===== src/rtl/axi_stream_strip_header.sv =====
// axi_stream_strip_header: removes a 0..DATA_BYTE_WD-1 byte header from each AXI-Stream packet
// Ports:
//   clk, rst_n                                   clock, asynchronous active-low reset
//   valid_in/ready_in, data_in, keep_in, last_in input packet stream
//   valid_out/ready_out, data_out, keep_out, last_out  re-aligned payload, keep left-aligned
//   valid_strip/ready_strip, byte_strip_cnt      per-packet header length c
//   valid_header/ready_header, data_header, keep_header  stripped header, right-aligned
// Optional: define AXIS_STRIP_HEADER_OUT_EN to drive the header port; otherwise it is tied 0.
module axi_stream_strip_header #(
   parameter int DATA_WD      = 32,
   parameter int DATA_BYTE_WD = DATA_WD / 8,
   parameter int BYTE_CNT_WD  = $clog2(DATA_BYTE_WD)
) (
   input  logic                    clk,
   input  logic                    rst_n,
   input  logic                    valid_in,
   output logic                    ready_in,
   input  logic [DATA_WD-1:0]      data_in,
   input  logic [DATA_BYTE_WD-1:0] keep_in,
   input  logic                    last_in,
   output logic                    valid_out,
   input  logic                    ready_out,
   output logic [DATA_WD-1:0]      data_out,
   output logic [DATA_BYTE_WD-1:0] keep_out,
   output logic                    last_out,
   input  logic                    valid_strip,
   output logic                    ready_strip,
   input  logic [BYTE_CNT_WD-1:0]  byte_strip_cnt,
   output logic                    valid_header,
   input  logic                    ready_header,
   output logic [DATA_WD-1:0]      data_header,
   output logic [DATA_BYTE_WD-1:0] keep_header
);
   localparam int CW = BYTE_CNT_WD + 1;
   typedef enum logic [1:0] {IDLE, FIRST, BODY, FLUSH} state_t;
   state_t state, state_nxt;
   logic [BYTE_CNT_WD-1:0] c;
   logic [CW-1:0] cc, n, rem, take, r_cnt;
   logic [DATA_WD-1:0] r_data, d_mask, d_hi, d_lo, out_data_nxt;
   logic [DATA_BYTE_WD-1:0] out_keep_nxt;
   logic out_last_nxt, load_out, out_free, hdr_free, in_fire, strip_fire;
   function automatic logic [DATA_BYTE_WD-1:0] keep_left(input logic [CW-1:0] k);
      logic [DATA_BYTE_WD-1:0] ones;
      ones = '1;
      return ~(ones >> k);
   endfunction
   function automatic logic [DATA_BYTE_WD-1:0] keep_right(input logic [BYTE_CNT_WD-1:0] k);
      logic [DATA_BYTE_WD-1:0] ones;
      ones = '1;
      return ~(ones << k);
   endfunction
   // Bytes outside keep_in are zeroed so they never leak into payload or header.
   always_comb begin
      n = '0;
      d_mask = '0;
      for (int i = 0; i < DATA_BYTE_WD; i++) begin
         n = n + CW'(keep_in[DATA_BYTE_WD-1-i]);
         d_mask[DATA_WD-1-8*i -: 8] = keep_in[DATA_BYTE_WD-1-i] ? data_in[DATA_WD-1-8*i -: 8] : 8'h00;
      end
   end
   assign cc   = {1'b0, c};
   assign d_hi = d_mask >> (8 * (DATA_BYTE_WD - int'(c)));
   assign d_lo = d_mask << (8 * int'(c));
   assign rem  = n > cc ? n - cc : '0;
   assign take = n < cc ? n : cc;
`ifdef AXIS_STRIP_HEADER_OUT_EN
   assign hdr_free = !valid_header || ready_header;
`else
   assign hdr_free = 1'b1;
`endif
   assign out_free    = !valid_out || ready_out;
   assign ready_strip = state == IDLE;
   assign ready_in    = (state == FIRST && hdr_free) || (state == BODY && out_free);
   assign in_fire     = valid_in && ready_in;
   assign strip_fire  = valid_strip && ready_strip;
   always_comb begin
      state_nxt    = state;
      load_out     = 1'b0;
      out_data_nxt = r_data | d_hi;
      out_keep_nxt = keep_left(r_cnt + take);
      out_last_nxt = last_in && n <= cc;
      case (state)
         IDLE:  state_nxt = strip_fire ? FIRST : IDLE;
         FIRST: state_nxt = !in_fire ? FIRST : !last_in ? BODY : rem != '0 ? FLUSH : IDLE;
         BODY: begin
            load_out  = in_fire;
            state_nxt = !(in_fire && last_in) ? BODY : n <= cc ? IDLE : FLUSH;
         end
         FLUSH: begin
            load_out     = out_free;
            state_nxt    = out_free ? IDLE : FLUSH;
            out_data_nxt = r_data;
            out_keep_nxt = keep_left(r_cnt);
            out_last_nxt = 1'b1;
         end
         default: state_nxt = IDLE;
      endcase
   end
   always_ff @(posedge clk or negedge rst_n) begin
      if (!rst_n) begin
         state     <= IDLE;
         c         <= '0;
         r_data    <= '0;
         r_cnt     <= '0;
         valid_out <= 1'b0;
         data_out  <= '0;
         keep_out  <= '0;
         last_out  <= 1'b0;
      end else begin
         state <= state_nxt;
         if (strip_fire) c <= byte_strip_cnt;
         if (in_fire) begin
            r_data <= d_lo;
            r_cnt  <= rem;
         end
         if (load_out) begin
            valid_out <= 1'b1;
            data_out  <= out_data_nxt;
            keep_out  <= out_keep_nxt;
            last_out  <= out_last_nxt;
         end else if (ready_out) begin
            valid_out <= 1'b0;
         end
      end
   end
`ifdef AXIS_STRIP_HEADER_OUT_EN
   always_ff @(posedge clk or negedge rst_n) begin
      if (!rst_n) begin
         valid_header <= 1'b0;
         data_header  <= '0;
         keep_header  <= '0;
      end else if (in_fire && state == FIRST) begin
         valid_header <= 1'b1;
         data_header  <= d_hi;
         keep_header  <= keep_right(c);
      end else if (ready_header) begin
         valid_header <= 1'b0;
      end
   end
`else
   logic unused_ready_header;
   assign unused_ready_header = ready_header;
   assign valid_header = 1'b0;
   assign data_header  = '0;
   assign keep_header  = '0;
`endif
endmodule


===== config.mk =====
export PLATFORM = sky130hd
export DESIGN_NAME = axi_stream_strip_header
export DESIGN_NICKNAME = d
export VERILOG_FILES = /design/src/rtl/axi_stream_strip_header.sv
export SDC_FILE = /design/constraint.sdc
export NUM_CORES = 1
export LEC_CHECK = 0
export ABC_AREA = 0
export BUFFER_PORTS_ARGS = -buffer_cell sky130_fd_sc_hd__buf_4
export CORE_MARGIN = 8
export CORE_UTILIZATION = 50
export CTS_CLUSTER_DIAMETER = 150
export CTS_CLUSTER_SIZE = 20
export DETAILED_ROUTE_END_ITERATION = 8
export PLACE_DENSITY = 0.79
export SLEW_MARGIN = 20
export SYNTH_ARGS = -nofsm -noshare
export SYNTH_HDL_FRONTEND = slang
export SYNTH_SLANG_ARGS = --single-unit

===== constraint.sdc =====
create_clock -name clk -period 4.61 [get_ports clk]
set_clock_uncertainty 0.1 [all_clocks]
set_input_delay 0 -clock clk [delete_from_list [all_inputs] [get_ports clk]]
set_output_delay 0 -clock clk [all_outputs]
set_load 0.01 [all_outputs]

* After elaboration in Yosys (flattened, before gate mapping)
Index checks and enable logic that the tools add are counted.
Widths: inputs -> output; s select.
** Storage, ports and cells
- Register bits after elaboration :: 77
- Output and inout bits :: 77
- Logic and storage cells :: 58
** Operators by class
- Reduce and logical (&&, ||, !) cells :: 11
- Eq/ne operators :: 3
- Add/sub/neg operators :: 6
- Bitwise gates (word level) :: 3
- Order comparisons :: 3
- Multiplexer cells :: 20
- Shifts and indexed selects :: 4
** Operators by type and width (count)
- $mux 32 :: 1
- $mux 8 :: 4
- $or 32x32->32 :: 1
- $shl 32x5->32 :: 1
- $shr 32x32->32 :: 1
- $mux 2 :: 6
- $not 4->4 :: 2
- $pmux 2 s4 :: 1
- $shr 4x3->4 const A :: 2
- $mux 3 :: 2
- $logic_and 1x1->1 :: 5
- $eq 2x2->1 const B :: 2
- $mux 1 :: 4
- $mux 4 :: 1
- $sub 3x2->4 const A :: 1
- $add 2x1->3 :: 1
- $add 3x1->3 :: 1
- $add 3x3->3 :: 1
- $gt 3x2->1 :: 1
- $le 3x2->1 :: 1
- $lt 3x2->1 :: 1
- $reduce_bool 3->1 :: 1
- $sub 3x2->3 :: 1
- $add 1x1->2 :: 1
- other kinds (6) :: 7

* Depth between registers and ports, before layout
Gate-level depths: netlist of run 1.
- Depth after elaboration :: 10
- Depth in mapped cells :: 18
- Mapped depth without buffers :: 17

* Worst setup path before layout of run 1
OpenSTA, ideal clock, no wires.
- Path type :: input to register
- From :: input keep_in[1]
- To :: register keep_out[1]
- Path slack :: 1.118 ns
- Buffers on the path :: 1
- Stages :: 16
- Setup time :: 0.151 ns
- Data required time :: 4.359 ns
- Arrival time :: 3.242 ns
- Cell sequence :: clkbuf_1 inv_1 fa_1 inv_1 ha_1 fa_1 nor3b_1 nor2_1 o21ai_0 ha_1 inv_1 fa_1 xor2_1 xnor2_1 a21oi_1 a311oi_1
** Between the ends
- Longest elaborated chain between the ends :: 8
** Ends and longest elaborated chain
- start: declaration :: line 19 : input logic [DATA_BYTE_WD-1:0] keep_in,
- $add 2x1->3 * :: line 57 : n = n + CW'(keep_in[DATA_BYTE_WD-1-i]);
- $add 3x1->3 * :: line 57
- $lt 3x2->1 :: line 65 : assign take = n < cc ? n : cc;
- $mux 3 * :: line 65
- $add 3x3->3 * :: line 80 : out_keep_nxt = keep_left(r_cnt + take);
- $shr 4x3->4 * :: line 45 : return ~(ones >> k);
- $not 4->4 * :: line 45
- $mux 4 * :: line 82 : case (state)
- end signal: assignment :: line 119 : keep_out <= out_keep_nxt;
- end: declaration :: line 24 : output logic [DATA_BYTE_WD-1:0] keep_out,
Every way passes the cells marked *; elsewhere a longest branch is shown, timed or not.
A chain may end at the register's enable or synchronous reset.

* Worst setup path in the final report of run 1
- From :: register c[1]
- To :: register keep_out[2]
** Between the ends
- Longest elaborated chain between the ends :: 6
** Ends and longest elaborated chain
- start: declaration :: line 37 : logic [BYTE_CNT_WD-1:0] c;
- start signal: assignment :: line 111 : if (strip_fire) c <= byte_strip_cnt;
- $lt 3x2->1 :: line 65
- $mux 3 * :: line 65
- $add 3x3->3 * :: line 80
- $shr 4x3->4 * :: line 45
- $not 4->4 * :: line 45
- $mux 4 * :: line 82
Marked as above.

==> results of run 1 <==
## cells in the final DEF, fill, tap and decap left out, types with 9 or more instances in the layout
master,count
nor2_1,44
a311oi_1,10
a21oi_1,36
nand3b_1,16
dfrtp_1,76
and3b_1,9
nand3_1,24
clkbuf_8,10
conb_1,37
inv_1,21
buf_4,86
dlygate4sd3_1,31
nand2_1,51
a31oi_1,26
mux2i_1,17
mux2_4,22
o21ai_1,25
o21ai_0,12
## kinds of logic after synthesis
family,Yosys count,share of synthesized area [%]
flops,77,39.2
simple gates,168,17.0
compound gates,135,17.0
xor+xnor,3,0.534
mux,45,11.5
fa+ha+maj,9,2.90
other cells,1,0.0762
buf+inv,99,11.7
## synth_stat cells, types with 6 or more instances
cell type,count
dfrtp_1,77
nand3_1,24
inv_1,21
nor2_1,44
mux2_4,22
buf_2,15
o21ai_0,12
clkbuf_1,14
and3b_1,9
a31oi_1,26
buf_4,40
mux2i_1,17
o21ai_1,25
a221o_1,8
mux2_2,6
a21o_1,8
a311oi_1,10
a21oi_1,36
nand3b_1,16
nand2_1,51
## cell type report
cell class	instances	area, um^2	area share (%)
Multi-Input combinational cell	397	2560	43.3
Timing Repair Buffer	117	956	16.1
Clock inverter	5	83.8	1.41
Tap cell	133	166	2.81
Sequential cell	77	1930	32.5
Inverter	23	86.3	1.46
Clock buffer	11	141	2.39
## final timing paths
path	from	endpoint	slack, ns
setup / recovery	c[1]	keep_out[2]	0.82
hold / removal	data_in[21]	data_out[13]	0.03
setup reg to reg	c[1]	keep_out[2]	0.82
hold reg to reg	data_out[21]	data_out[21]	0.40
max in group asynchronous	rst_n	c[0]	3.51
min in group asynchronous	rst_n	r_data[0]	0.24
## flip-flops by register name, indices dropped and copies added (netlist names)
signal / count
r_data: 32
valid_out: 1
c: 2
state: 2
last_out: 1
r_cnt: 3
data_out: 32
keep_out: 4
## metrics by stage
stage	cells	total power, W	util [%]
2_1_floorplan	573	0.00275	-
3_3_place_gp	716	0.00328	55.6
3_5_place_dp	716	0.00336	55.6
4_1_cts	763	0.00399	61.1
5_1_grt	763	0.00428	61.2
6_report	763	0.00400	61.2
## power groups by stage
stage          clock network (W)  registers (W)  logic (W)
6_report                0.000577        0.00124    0.00219
5_1_grt                 0.000616        0.00127    0.00240
4_1_cts                 0.000587        0.00123    0.00217
3_5_place_dp                   0        0.00124    0.00212
3_3_place_gp                   0        0.00122    0.00206
2_1_floorplan                  0        0.00122    0.00153
## metal layers
metal / global-route usage (%) / vias up
met5: 0 / -
met4: 7.36 / 0
met3: 4.04 / 16
met2: 30.7 / 193
met1: 27.9 / 2048
li1: - / 2001
## critical path: stages (launching register included)
cell      delay [ns]
dfrtp_1         0.90
inv_2           0.10
fa_1            0.63
nor3b_1         0.28
nor2_1          0.14
o21ai_0         0.19
ha_1            0.17
inv_1           0.04
fa_1            0.37
xor2_1          0.16
xnor2_1         0.16
a21oi_1         0.10
a311oi_1        0.34
==> flow_summary.json, run 1 <==
{
  "die_area_um2": 13300,
  "power_leakage_nw": 2.76,
  "dieHeight_um": 115,
  "grt_pass1_vias": 4141,
  "nets": 679,
  "grt_max_degree": 78,
  "seqPwrFrac_pct": 30.9,
  "finalSetupViolations": 0,
  "final_max_slew_viol_count": 0,
  "comb_power_share_pct": 54.7,
  "max_freq_mhz": 264,
  "power.internal_w": 0.00230,
  "rows": 36,
  "hold_class": "primary input to register",
  "dp_slack_ns": 0.692,
  "swShare_pct": 42.5,
  "synth_cell_types": 47,
  "rr_worst_depth": 12,
  "hpwl_mm": 9.57,
  "dpl_cell_area_um2": 5380,
  "drive_gt1_share_pct": 22.2,
  "met1_length_mm": 6.03,
  "diodes": 0,
  "clkTransAtPathRegs_ns": 0.09,
  "p_sw_w": 0.00170,
  "post_cts_buffers": 0,
  "final_cell_area_um2": 5920,
  "start_kind": "register",
  "fin_crit_ns": 3.79,
  "antenna_found_initial": 0,
  "tightestPinTransition_ns": 1.01,
  "wl_per_cell_um": 17.6,
  "grt.overflow.total": 0,
  "final.fill_count": 834,
  "finalWeightedCongestion": 0.887,
  "ir_worst_vdd_v": 0.000389,
  "p_per_area_nw_per_um2": 676,
  "synthCells": 537,
  "fin_setup_tns_ns": 0,
  "synth-main-ff-cell": "dfrtp_1",
  "routed.top_layer": "met4",
  "vias": 4258,
  "wl_met3_mm": 1.16,
  "period_share_pct": 82.1,
  "initial_core_util_pct": 50.8,
  "cts_buffers": 9,
  "clockBufferDepth": 2,
  "cts_tree": "yes",
  "status": "finished, final reports clean",
  "syn2layout_area_growth_pct": 20.4,
  "synth_area_um2": 4920,
  "io_buffers": 83,
  "grt_pass1_wl_mm": 21.1,
  "syn_avg_cell_area_um2": 9.16,
  "synth_top_cell_by_area": "dfrtp_1",
  "core-area_um2": 9680,
  "worst_ep_required_time_ns": 4.77,
  "ys_seq_area_share_pct": 39.2,
  "worstSetupEndpointType": "register",
  "synth_top_area_share_pct": 39.2,
  "vias_per_cell": 5.58,
  "post_cts_resized": 0,
  "hold_viol": 0,
  "cp.arrival_ns": 3.94,
  "die_w_um": 115,
  "clockPowerShare_pct": 14.4,
  "ios": 122,
  "synthTopCellsByArea": "dfrtp_1 39%, mux2_4 6.7%, buf_4 6.1%, nand2_1 3.9%, a21oi_1 3.7%",
  "async_reset_ff_share_pct": 100,
  "slew-limit-headroom_pct": 32.9,
  "rsz0062_at_grt": "no",
  "path_max_fanout": 20,
  "clk_latency_ns": 0.36,
  "dr.first_iter.drc_count": 450,
  "finalWorstSetupSlack_ns": 0.824,
  "ys_ff_latch": 77,
  "hold_slack_ns": 0.0298,
  "root_buffer": "clkbuf_8",
  "met2_length_mm": 6.00,
  "dr.pass1.iters": 5,
  "htreeDepth": 3,
  "yosys_warnings": 0,
  "drc": 0,
  "grt_use_total_pct": 20.2,
  "routed_wl_mm": 13.4,
  "synth_edf_count": 0,
  "cap_violations": 0,
  "hold_depth": 4,
  "path_class": "register to register",
  "cts_hold_buf": 31,
  "clock_sinks": 77,
  "drt.antenna.violating_nets": 0
}
Note: power is estimated with default switching activity, not from simulation.
==> run 2, diff against run 1 <==
--- a/config.mk
+++ b/config.mk
@@ -5,7 +5,7 @@
 export SDC_FILE = /design/constraint.sdc
 export NUM_CORES = 1
 export LEC_CHECK = 0
-export ABC_AREA = 0
+export ABC_AREA = 1
 export BUFFER_PORTS_ARGS = -buffer_cell sky130_fd_sc_hd__buf_4
 export CORE_MARGIN = 8
 export CORE_UTILIZATION = 50
==> constraint.sdc (replaced) <==
create_clock -name clk -period 3.6 [get_ports clk]
set_clock_uncertainty 0.1 [all_clocks]
set_input_delay 0 -clock clk [delete_from_list [all_inputs] [get_ports clk]]
set_output_delay 0 -clock clk [all_outputs]
set_load 0.01 [all_outputs]
==> flow_summary.json, run 2 <==
{
  "status": "finished, final reports clean",
  "layout_commonest_cell": "nand2_1",
  "ys_seq_area_share_pct": 41.4,
  "synth_cell_types": 31,
  "busiest_layer": "met2",
  "synth-main-ff-cell": "dfrtp_1",
  "die_area_um2": 12600,
  "antenna_found_initial": 0,
  "period_share_pct": 87.2,
  "cts_hold_buf": 23,
  "synth_xor_xnor_area_share_pct": 0,
  "power_leakage_nw": 2.88,
  "rows": 35,
  "ys_ff_latch": 77,
  "synth_top_area_share_pct": 41.4,
  "diodes": 0,
  "p_per_area_nw_per_um2": 843,
  "synth-simple-area-share_pct": 24.1,
  "initial_core_util_pct": 50.8,
  "finalWeightedCongestion": 0.892,
  "tightestPinTransition_ns": 0.968,
  "finalSetupViolations": 0,
  "ir_worst_vdd_v": 0.000337,
  "met1_usage_pct": 26.7,
  "fin_setup_tns_ns": 0,
  "path_class": "primary input to register",
  "worst_ep_required_time_ns": 3.74,
  "clock_sinks": 77,
  "post_cts_buffers": 0,
  "synth_mux_area_share_pct": 0,
  "syn2layout_area_growth_pct": 21.0,
  "hold_viol": 0,
  "path_max_fanout": 3,
  "ios": 122,
  "synth_area_um2": 4650,
  "core-area_um2": 9150,
  "dr.pass1.iters": 5,
  "slew-limit-headroom_pct": 35.5,
  "grt.overflow.total": 0,
  "dieHeight_um": 112,
  "worstSetupEndpointType": "register",
  "clockBufferDepth": 2,
  "grt_pass1_wl_mm": 22.4,
  "max_freq_mhz": 319,
  "root_buffer": "clkbuf_8",
  "dr.first_iter.drc_count": 353,
  "grt_use_total_pct": 21.6,
  "post_cts_resized": 0,
  "nets": 774,
  "syn_avg_cell_area_um2": 7.39,
  "cts_buffers": 9,
  "fin_crit_ns": 3.14,
  "hpwl_mm": 9.45,
  "vias": 4556,
  "htreeDepth": 3,
  "clkTransAtPathRegs_ns": 0.08,
  "vias_per_cell": 5.45,
  "final_cell_mix": "134 x nand2_1, 94 x buf_4, 77 x dfrtp_1",
  "routed_wl_mm": 13.4,
  "grt_max_degree": 78,
  "rsz0062_at_grt": "no",
  "met3_usage_pct": 3.86,
  "hold_class": "primary input to register",
  "yosys_warnings": 0,
  "cts_tree": "yes",
  "start_kind": "primary input",
  "use_met2_pct": 35.9,
  "synth_adder_area_share_pct": 3.07,
  "synth_top_family_by_area": "simple AND/OR/NAND/NOR gates",
  "synth_top_cell_by_area": "dfrtp_1",
  "top_regs": "data_out x32, r_data x32, keep_out x4",
  "wl_per_cell_um": 16.0,
  "io_buffers": 83,
  "ys_top_cells_by_count": "134 x nand2_1, 77 x dfrtp_1, 70 x nand3_1, 64 x inv_1, 57 x o21ai_0",
  "drive_gt1_share_pct": 16.4,
  "drt.antenna.violating_nets": 0,
  "drc": 0,
  "final_cell_area_um2": 5630,
  "cp.arrival_ns": 3.28,
  "async_reset_ff_share_pct": 100,
  "cap_violations": 0,
  "synth-compound-area-share_pct": 16.0,
  "die_w_um": 112,
  "synth.most_common_cell": "nand2_1",
  "grt_pass1_vias": 4675,
  "synth_edf_count": 0,
  "clk_latency_ns": 0.34,
  "final_max_slew_viol_count": 0,
  "dpl_cell_area_um2": 5170,
  "synthTopCellsByArea": "dfrtp_1 41%, nand2_1 11%, nand3_1 7.5%, buf_4 6.5%, o21ai_0 6.1%",
  "synthCells": 629
}
-- run 2: changes by cell type after synthesis, sizes merged, moves of 17 or more --
| cell | previous run | this run |
|---|---|---|
| mux2i | 17 | 0 |
| nand3 | 24 | 70 |
| nand2 | 51 | 139 |
| mux2 | 28 | 0 |
| inv | 23 | 68 |
| o21ai | 37 | 69 |
-- run 2: layer usage --
layer | share of wire [%] | wire length, um
met5 | 0 | 0
met4 | 3.1 | 408
met3 | 7.9 | 1050
met2 | 48 | 6440
met1 | 41 | 5460
-- run 2: worst max-delay path: stages --
cell and delay [ns]:
buf_4 0.10, inv_1 0.05, fa_1 0.53, inv_1 0.05, ha_1 0.20, fa_1 0.51, nand3_1 0.11, nand2_1 0.11
nand2_1 0.06, o21ai_0 0.09, ha_1 0.18, inv_1 0.05, fa_1 0.37, or2_2 0.31, nand2_1 0.07, o21ai_0 0.09
nand2_1 0.10, nand2_1 0.07, o21ai_0 0.16, nand2_1 0.06
-- run 2: cell type report --
type / count / area, um^2
clock buffers: 11 / 141
clock inverters: 5 / 83.8
fillers: 831 / 3520
inverters: 68 / 255
multi-input cells: 447 / 2150
flip-flops and latches: 77 / 1930
well taps: 111 / 139
repair buffers: 117 / 936
-- run 2: worst paths after layout --
kind / startpoint / end / slack (ns) / depth (start not counted)
worst min register to register: data_out[23] / data_out[23] / 0.39 / 2
min in group asynchronous: rst_n / data_out[26] / 0.24 / 2
worst min-delay path: data_in[25] / data_out[1] / 0.01 / 5
worst max-delay path: keep_in[0] / keep_out[3] / 0.46 / 20
max in group asynchronous: rst_n / r_data[11] / 2.51 / 2
worst max register to register: c[1] / keep_out[3] / 0.58 / 16
-- run 2: cells by family (layout without fill, tap and decap cells) --
| logic type | after synthesis | in the layout |
|---|---|---|
| compound gates | 135 | 135 |
| fa+ha+maj | 9 | 9 |
| buf+inv | 141 | 201 |
| flops | 77 | 77 |
| other cells | 1 | 37 |
| simple gates | 266 | 266 |
-- run 2: through the flow --
step | hold WS [ns] | worst slack (ns) | util, % | std cells | power (W)
floorplan | -0.396 | 0.154 | - | 665 | 0.00311
CTS | 0.000423 | 0.498 | 61.5 | 836 | 0.00473
global placement | 0.106 | 0.318 | 56.5 | 797 | 0.00387
detailed placement | 0.121 | 0.138 | 56.5 | 797 | 0.00393
global route | 0.0376 | 0.299 | 61.5 | 836 | 0.00514
finish | 0.0108 | 0.461 | 61.5 | 836 | 0.00474
-- run 2: report_power, final --
group,internal (W),total [W],switching [W]
Clock,0.000411,0.000741,0.000330
Sequential,0.00122,0.00142,0.000191
Combinational,0.000954,0.00259,0.00163
==> run 3, diff against run 2 <==
--- a/config.mk
+++ b/config.mk
@@ -7,12 +7,13 @@
 export LEC_CHECK = 0
 export ABC_AREA = 1
 export BUFFER_PORTS_ARGS = -buffer_cell sky130_fd_sc_hd__buf_4
-export CORE_MARGIN = 8
+export CORE_MARGIN = 1.5
 export CORE_UTILIZATION = 50
 export CTS_CLUSTER_DIAMETER = 150
 export CTS_CLUSTER_SIZE = 20
 export DETAILED_ROUTE_END_ITERATION = 8
 export PLACE_DENSITY = 0.79
+export REMOVE_ABC_BUFFERS = 1
 export SLEW_MARGIN = 20
 export SYNTH_ARGS = -nofsm -noshare
 export SYNTH_HDL_FRONTEND = slang
==> flow_summary.json, run 3 (synthesized netlist as in run 2, its figures left out) <==
{
  "cts_tree": "yes",
  "drive_gt1_share_pct": 16.3,
  "finalWeightedCongestion": 0.856,
  "path_max_fanout": 3,
  "swShare_pct": 46.4,
  "period_share_pct": 88.0,
  "wl_per_cell_um": 15.2,
  "initial_core_util_pct": 51.1,
  "htreeDepth": 3,
  "cp.arrival_ns": 3.31,
  "post_cts_buffers": 0,
  "comb_power_share_pct": 55.9,
  "grt_pass1_wl_mm": 20.3,
  "die_w_um": 99.4,
  "dr.first_iter.drc_count": 435,
  "grt_pass1_vias": 4250,
  "ios": 122,
  "power_leakage_nw": 2.88,
  "slew-limit-headroom_pct": 34.9,
  "p_sw_w": 0.00216,
  "vias": 4650,
  "max_freq_mhz": 316,
  "met1_usage_pct": 35.3,
  "use_met2_pct": 41.5,
  "grt.overflow.total": 0,
  "clock_sinks": 77,
  "crit_path_start": "keep_in[0]",
  "clk_latency_ns": 0.35,
  "dr.pass1.iters": 5,
  "start_kind": "primary input",
  "hold_viol": 0,
  "drc": 0,
  "final_cell_mix": "134 x nand2_1, 93 x buf_4, 77 x dfrtp_1",
  "hold_depth": 5,
  "clockPowerShare_pct": 14.0,
  "rows": 35,
  "met3_usage_pct": 3.44,
  "routed_wl_mm": 12.7,
  "antenna_found_initial": 0,
  "die_area_um2": 9890,
  "grt_max_degree": 78,
  "hold_class": "primary input to register",
  "rr_worst_depth": 16,
  "top_regs": "data_out x32, r_data x32, keep_out x4",
  "path_class": "primary input to register",
  "worstReg2RegStart": "c[1]",
  "io_buffers": 83,
  "core-area_um2": 9110,
  "worst_ep_required_time_ns": 3.74,
  "diodes": 0,
  "syn2layout_area_growth_pct": 21.2,
  "hp-start": "data_in[17]",
  "root_buffer": "clkbuf_8",
  "fin_setup_tns_ns": 0,
  "finalSetupViolations": 0,
  "clkTransAtPathRegs_ns": 0.09,
  "cts_buffers": 9,
  "power.internal_w": 0.00249,
  "fin_crit_ns": 3.17,
  "cap_violations": 0,
  "grt_use_total_pct": 25.9,
  "vias_per_cell": 5.54,
  "rsz0062_at_grt": "no",
  "drt.antenna.violating_nets": 0,
  "clockBufferDepth": 2,
  "layout_commonest_cell": "nand2_1",
  "ir_worst_vdd_v": 0.000358,
  "nets": 778,
  "busiest_layer": "met2",
  "final_max_slew_viol_count": 0,
  "status": "finished, final reports clean",
  "seqPwrFrac_pct": 30.1,
  "finish.utilization_pct": 61.9,
  "dieHeight_um": 99.4,
  "hpwl_mm": 8.06,
  "tightestPinTransition_ns": 0.976,
  "worstSetupEndpointType": "register",
  "p_per_area_nw_per_um2": 826
}
run 3: cell count changes in the layout (fill, tap and decap cells not counted):
cell,change
clkinvlp_4,-1
dlygate4sd3_1,+5
buf_4,-1
clkbuf_1,-1
clkbuf_8,-1
bufinv_16,-1
clkinv_2,+4
run 3: metrics by stage:
stage | hold WS [ns] | std cells | cell area (um^2) | setup slack (ns) | power (W)
5_1_grt | 0.0235 | 840 | 5640 | 0.272 | 0.00503
4_1_cts | 0.00149 | 840 | 5640 | 0.485 | 0.00462
3_3_place_gp | 0.112 | 796 | 5160 | 0.275 | 0.00383
3_5_place_dp | 0.122 | 796 | 5160 | 0.115 | 0.00390
2_1_floorplan | -0.396 | 592 | 4330 | 0.0650 | 0.00294
6_report | 0.00314 | 840 | 5640 | 0.432 | 0.00465
run 3: layout make-up:
| cell class | instances | area, um^2 |
|---|---|---|
| Fill cell | 814 | 3470 |
| Multi-Input combinational cell | 447 | 2150 |
| Sequential cell | 77 | 1930 |
| Timing Repair Buffer | 121 | 978 |
| Inverter | 68 | 255 |
| Tap cell | 111 | 139 |
| Clock buffer | 9 | 124 |
| Clock inverter | 7 | 66.3 |
run 3: critical path, cell delays in order:
cell and delay [ns]:
buf_4 0.10, inv_1 0.05, fa_1 0.55, inv_1 0.05, ha_1 0.21, fa_1 0.48
nand3_1 0.11, nand2_1 0.09, o21ai_0 0.22, ha_1 0.18, inv_1 0.04, fa_1 0.37
or2_2 0.32, nand2_1 0.07, o21ai_0 0.08, nand2_1 0.10, nand2_1 0.08, o21ai_0 0.16
nand2_1 0.06
run 3: worst paths after layout:
path                           endpoint  slack (ns)
setup / recovery            keep_out[3]        0.43
hold / removal              data_out[9]       0.003
setup reg to reg            keep_out[3]        0.56
hold reg to reg            data_out[27]        0.38
max in group asynchronous    r_data[27]        2.53
min in group asynchronous     valid_out        0.23
run 3: timing repair:
item	in CTS	in global routing
hold buffers	28	0
endpoints found under the hold margin	109	0
resized for setup	0	0
run 3: power groups by stage:
stage          sequential, W  combinational, W  clock (W)
2_1_floorplan        0.00153           0.00141          0
3_3_place_gp         0.00141           0.00242          0
3_5_place_dp         0.00142           0.00248          0
4_1_cts              0.00140           0.00256   0.000658
5_1_grt              0.00144           0.00289   0.000703
6_report             0.00140           0.00260   0.000653
run 3: routing by layer:
metal,part of all wire [%],vias up
li1,-,2178
met1,42,2163
met2,46,271
met3,8.7,38
met4,3.2,0
met5,0,-
